==> src/rtl/spi_motor_scheduler.sv <==
// Round-robin scheduler sharing one SPI transfer path among motor boards.
// Sequences select, start, wait-for-done/timeout and gap for each enabled motor.
module spi_motor_scheduler #(
    parameter int NUMBER_OF_MOTORS = 6,
    parameter int SETUP_CYCLES     = 4,
    parameter int GAP_CYCLES       = 50,
    parameter int TIMEOUT_CYCLES   = 5000
) (
    input  logic                        clock,
    input  logic                        reset_n,
    input  logic                        enable,
    input  logic                        single_pass,
    input  logic [NUMBER_OF_MOTORS-1:0] motor_enable,
    input  logic                        spi_done,
    input  logic                        spi_ssel_i,
    output logic                        start,
    output logic [3:0]                  motor_index,
    output logic [NUMBER_OF_MOTORS-1:0] ss_n,
    output logic                        busy,
    output logic                        pass_done,
    output logic [NUMBER_OF_MOTORS-1:0] timeout_error
);

    localparam int N = NUMBER_OF_MOTORS;
    localparam logic [15:0] SETUP_LAST = 16'(SETUP_CYCLES - 1);
    localparam logic [15:0] GAP_LAST   = 16'(GAP_CYCLES - 1);
    localparam logic [15:0] TO_LAST    = 16'(TIMEOUT_CYCLES - 1);

    typedef enum logic [2:0] {
        S_IDLE,
        S_SELECT,
        S_START,
        S_WAIT_DONE,
        S_GAP
    } state_t;

    state_t         state_q, state_d;
    logic [15:0]    cnt_q, cnt_d;
    logic [3:0]     idx_q, idx_d;
    logic           one_shot_q, one_shot_d;
    logic           start_q, start_d;
    logic           busy_q, busy_d;
    logic           pass_done_q, pass_done_d;
    logic [N-1:0]   terr_q, terr_d;

    logic [3:0]     first_idx;
    logic [3:0]     next_idx;
    logic           next_found;
    logic [N-1:0]   idx_sel;

    // Lowest enabled motor, and lowest enabled motor above the current index
    always_comb begin
        first_idx  = '0;
        next_idx   = '0;
        next_found = 1'b0;
        idx_sel    = '0;
        for (int i = N - 1; i >= 0; i--) begin
            if (motor_enable[i]) begin
                first_idx = 4'(i);
                if (4'(i) > idx_q) begin
                    next_idx   = 4'(i);
                    next_found = 1'b1;
                end
            end
            if (4'(i) == idx_q) begin
                idx_sel[i] = 1'b1;
            end
        end
    end

    // Next-state logic for the sequencer and its counters and flags
    always_comb begin
        state_d     = state_q;
        cnt_d       = cnt_q;
        idx_d       = idx_q;
        one_shot_d  = one_shot_q;
        terr_d      = terr_q;
        pass_done_d = 1'b0;
        unique case (state_q)
            S_IDLE: begin
                if ((enable | single_pass) && (|motor_enable)) begin
                    state_d    = S_SELECT;
                    idx_d      = first_idx;
                    cnt_d      = '0;
                    one_shot_d = single_pass & ~enable;
                end
            end
            S_SELECT: begin
                if (cnt_q == SETUP_LAST) begin
                    state_d = S_START;
                    cnt_d   = '0;
                end else begin
                    cnt_d = cnt_q + 16'd1;
                end
            end
            S_START: begin
                state_d = S_WAIT_DONE;
                cnt_d   = '0;
            end
            S_WAIT_DONE: begin
                if (spi_done) begin
                    terr_d  = terr_q & ~idx_sel;
                    state_d = S_GAP;
                    cnt_d   = '0;
                end else if (cnt_q == TO_LAST) begin
                    terr_d  = terr_q | idx_sel;
                    state_d = S_GAP;
                    cnt_d   = '0;
                end else begin
                    cnt_d = cnt_q + 16'd1;
                end
            end
            S_GAP: begin
                if (cnt_q == GAP_LAST) begin
                    cnt_d = '0;
                    if (next_found) begin
                        idx_d   = next_idx;
                        state_d = S_SELECT;
                    end else begin
                        pass_done_d = 1'b1;
                        if (one_shot_q || !enable || (motor_enable == '0)) begin
                            state_d = S_IDLE;
                        end else begin
                            idx_d   = first_idx;
                            state_d = S_SELECT;
                        end
                    end
                end else begin
                    cnt_d = cnt_q + 16'd1;
                end
            end
            default: begin
                state_d = S_IDLE;
                cnt_d   = '0;
            end
        endcase
        start_d = (state_d == S_START);
        busy_d  = (state_d != S_IDLE);
    end

    // State, counter and registered output flops
    always_ff @(posedge clock or negedge reset_n) begin
        if (!reset_n) begin
            state_q     <= S_IDLE;
            cnt_q       <= '0;
            idx_q       <= '0;
            one_shot_q  <= 1'b0;
            start_q     <= 1'b0;
            busy_q      <= 1'b0;
            pass_done_q <= 1'b0;
            terr_q      <= '0;
        end else begin
            state_q     <= state_d;
            cnt_q       <= cnt_d;
            idx_q       <= idx_d;
            one_shot_q  <= one_shot_d;
            start_q     <= start_d;
            busy_q      <= busy_d;
            pass_done_q <= pass_done_d;
            terr_q      <= terr_d;
        end
    end

    // Route spi_master's select only to the active motor while transferring
    always_comb begin
        ss_n = '1;
        if ((state_q == S_START) || (state_q == S_WAIT_DONE)) begin
            for (int i = 0; i < N; i++) begin
                if (idx_sel[i]) begin
                    ss_n[i] = spi_ssel_i;
                end
            end
        end
    end

    assign start         = start_q;
    assign motor_index   = idx_q;
    assign busy          = busy_q;
    assign pass_done     = pass_done_q;
    assign timeout_error = terr_q;

endmodule

==> config.mk <==
export PLATFORM = sky130hd
export DESIGN_NAME = spi_motor_scheduler
export DESIGN_NICKNAME = d
export VERILOG_FILES = /design/src/rtl/spi_motor_scheduler.sv
export SDC_FILE = /design/constraint.sdc
export NUM_CORES = 1
export LEC_CHECK = 0
export ABC_AREA = 1
export BUFFER_PORTS_ARGS = -buffer_cell sky130_fd_sc_hd__buf_2
export CELL_PAD_IN_SITES_DETAIL_PLACEMENT = 0
export CELL_PAD_IN_SITES_GLOBAL_PLACEMENT = 2
export CORE_AREA = 2 2 86 88
export CTS_BUF_LIST = sky130_fd_sc_hd__clkbuf_16
export DETAILED_ROUTE_END_ITERATION = 6
export DIE_AREA = 0 0 88 90
export PLACE_DENSITY_LB_ADDON = 0.1
export SLEW_MARGIN = 30
export SYNTH_ARGS = -nofsm -noshare
export SYNTH_HDL_FRONTEND = slang
export SYNTH_SLANG_ARGS = --single-unit
==> constraint.sdc <==
create_clock -name clock -period 1.8 [get_ports clock]
set_input_delay 0.18 -clock clock [delete_from_list [all_inputs] [get_ports clock]]
set_output_delay 0.18 -clock clock [all_outputs]
set_load 0.1 [all_outputs]
==> flow_summary.toml <==
[logic_synthesis]
yosys.area.top_type = "dfrtp_1"
synth_area_leaders = "dfrtp_1 36%, nand2_1 16%, nand3_1 7.5%"
ys_types = 31
synth_edf_count = 0
ys_seq_elements = 32
synth_common_cells = "92 x nand2_1, 39 x inv_1, 33 x nand3_1"
syn_area_sq_um = 2200
syn_area_per_cell_sq_um = 6.91
yosys_warnings = 0
synth-async-reset-ratio = 1.00
yosysMostFrequentCell = "nand2_1"
synth_top_area_frac = 0.363
synthCells = 319
synthFlopType = "dfrtp_1"
synthesis.nets = 333
ys_seq_area_frac = 0.363

[finish]
fin_util = 0.392
drive_above_1_share = 0.239
syn_to_final_growth_pct = 24.9
insertedDiodeCount = 0
finalNetCount = 381

[route]
top_layer_used = "met4"
wl_met3_microns = 184
drc = 0
wl_per_cell_microns = 12.9
ant_nets = 0
route.vias.total = 2128
m1WireLength_microns = 2650
dr.pass1.iters = 6
vias_per_cell = 4.56
drt_wl_total_microns = 6010
drt-initial-drc-count = 44
wl_met2_microns = 2990

[floorplan]
fp-row-count = 31
die_h_microns = 90
io_pins = 31
coreArea_sq_um = 7020
start_util = 0.314
die_area_sq_um = 7920
die_x_microns = 88

[worst_setup_path]
worstPathMaxFanout = 6
end_kind = "output port"
crit_arrival_ns = 1.52
r2r-start = "cnt_q[1]$_DFFE_PN0N_"
cp-startpoint = "motor_index[1]$_DFFE_PN0P_"
cp-start-kind = "flip-flop"
r2r_setup_slack_ns = 0.15
slowest_stage = "dfrtp_2"
worstPathCellList = "nor2_2 -> inv_1 -> nor2_1 -> nand2_2 -> buf_4"
max_stage_delay_ns = 0.44
critical_path_class = "flip-flop to output port"
required_ns = 1.62

[grt]
grt_util_all_layers = 0.166
grt_max_degree = 19
grt_pass1_wl_microns = 10200
grt-ovfl-total = 0
antenna_found_initial = 0
grt_pass1_vias = 2136

[power]
p_leak_nw = 1.41
p_per_area_nw_per_um2 = 1300
ir_worst_vdd_v = 0.000782
p_total_mw = 3.58

[timing]
min_period_over_period = 0.945
setup_viol = 0
slew_viol_final = 0
tns_ns = 0
grt_setup_unrepaired = "false"
hold_viol = 0
clock_skew_ns = 0.00287
min_period_ns = 1.70
fmax_ghz = 0.588

[placement]
hpwl_microns = 4890
gp_congestion = 0.807
port_buffers = 29

[clock_tree]
cts_setup_buffers = 0
clk_pin_slew_worst_paths_ns = 0.05
clock_path_buffers = 2
cts_sinks = 32
cts_tree = "done"
cts-root-buf = "clkbuf_16"
htreeDepth = 2
clk-insertion-delay-late_ns = 0.28
cts_inserted_buffers = 5

[outcome]
status = "finished, final reports clean"

[job]
maxCapViolations = 0

[worst_hold_path]
worstHoldStart = "enable"
hp-class = "primary input to flip-flop"
==> layout make-up <==
type                            instances  area [sq um]
Clock inverter                          3          12.5
Clock buffer                            5           125
Tap cell                               99           124
Inverter                               44           168
Sequential cell                        32           805
Timing Repair Buffer                   45           295
Multi-Input combinational cell        239          1220
Fill cell                             760          4270
==> layout by cell type, fill, tap and decap left out, drive strengths merged, types with 2 or more instances in the layout <==
cell and instances:
xor2 6, nor3 15, clkbuf 5, nand3 36
ha 2, o21ai 13, inv 43, clkinv 4
buf 44, nor2 43, a21oi 2, nand4 18
dfrtp 32, nand2 100
==> metal layers <==
layer	up-vias	global-route usage
li1	1125	-
met1	952	0.209
met2	37	0.270
met3	14	0.0349
met4	0	0.0692
met5	-	0
==> stage by stage <==
step / instances / setup slack (ns) / area, sq um / hold WS, ns
2_1_floorplan: 319 / -0.0230 / 2220 / -0.116
3_3_place_gp: 458 / 0.0833 / 2590 / -0.0205
3_5_place_dp: 458 / 0.0368 / 2590 / -0.0234
4_1_cts: 467 / 0.0267 / 2750 / 0.124
5_1_grt: 467 / 0.00586 / 2750 / 0.152
6_report: 467 / 0.0988 / 2750 / 0.125
==> power breakdown <==
group | switching (mW) | internal [mW] | total (mW)
clock network | 0.300 | 0.499 | 0.799
registers | 0.149 | 0.871 | 1.02
logic | 1.36 | 0.401 | 1.76
==> path summary, 6_finish.rpt <==
path,end,cells past startpoint
worst max-delay path,ss_n[1],5
worst min-delay path,one_shot_q$_DFFE_PN0P_,2
worst max register to register,cnt_q[15]$_DFFE_PN0N_,8
worst min register to register,flip-flop,2
max in group asynchronous,motor_index[0]$_DFFE_PN0P_,3
min in group asynchronous,cnt_q[8]$_DFFE_PN0N_,2
==> kinds of logic after synthesis <==
family,count (synthesis),synth area share
buffers and inverters,48,0.0892
AO/OA/AOI/OAI,16,0.0380
adder cells (fa/ha/maj),2,0.0114
XOR/XNOR,6,0.0238
other,1,0.00170
flip-flops,32,0.363
AND/OR/NAND/NOR,214,0.472
==> repair_timing <==
| action | in CTS | in global routing |
|---|---|---|
| pin swaps | 0 | 0 |
| resized for setup | 5 | 2 |
| endpoints found under the hold margin | 32 | 0 |
| hold buffers | 1 | 0 |
| endpoints found under the setup margin | 5 | 21 |
==> critical path: cells and delay by family (launching register included) <==
family	cells	cell delay, ns
and+or+nand+nor	3	0.50
DFF	1	0.44
buffers and inverters	2	0.29
No activity file was read; power rests on OpenSTA's default activity.
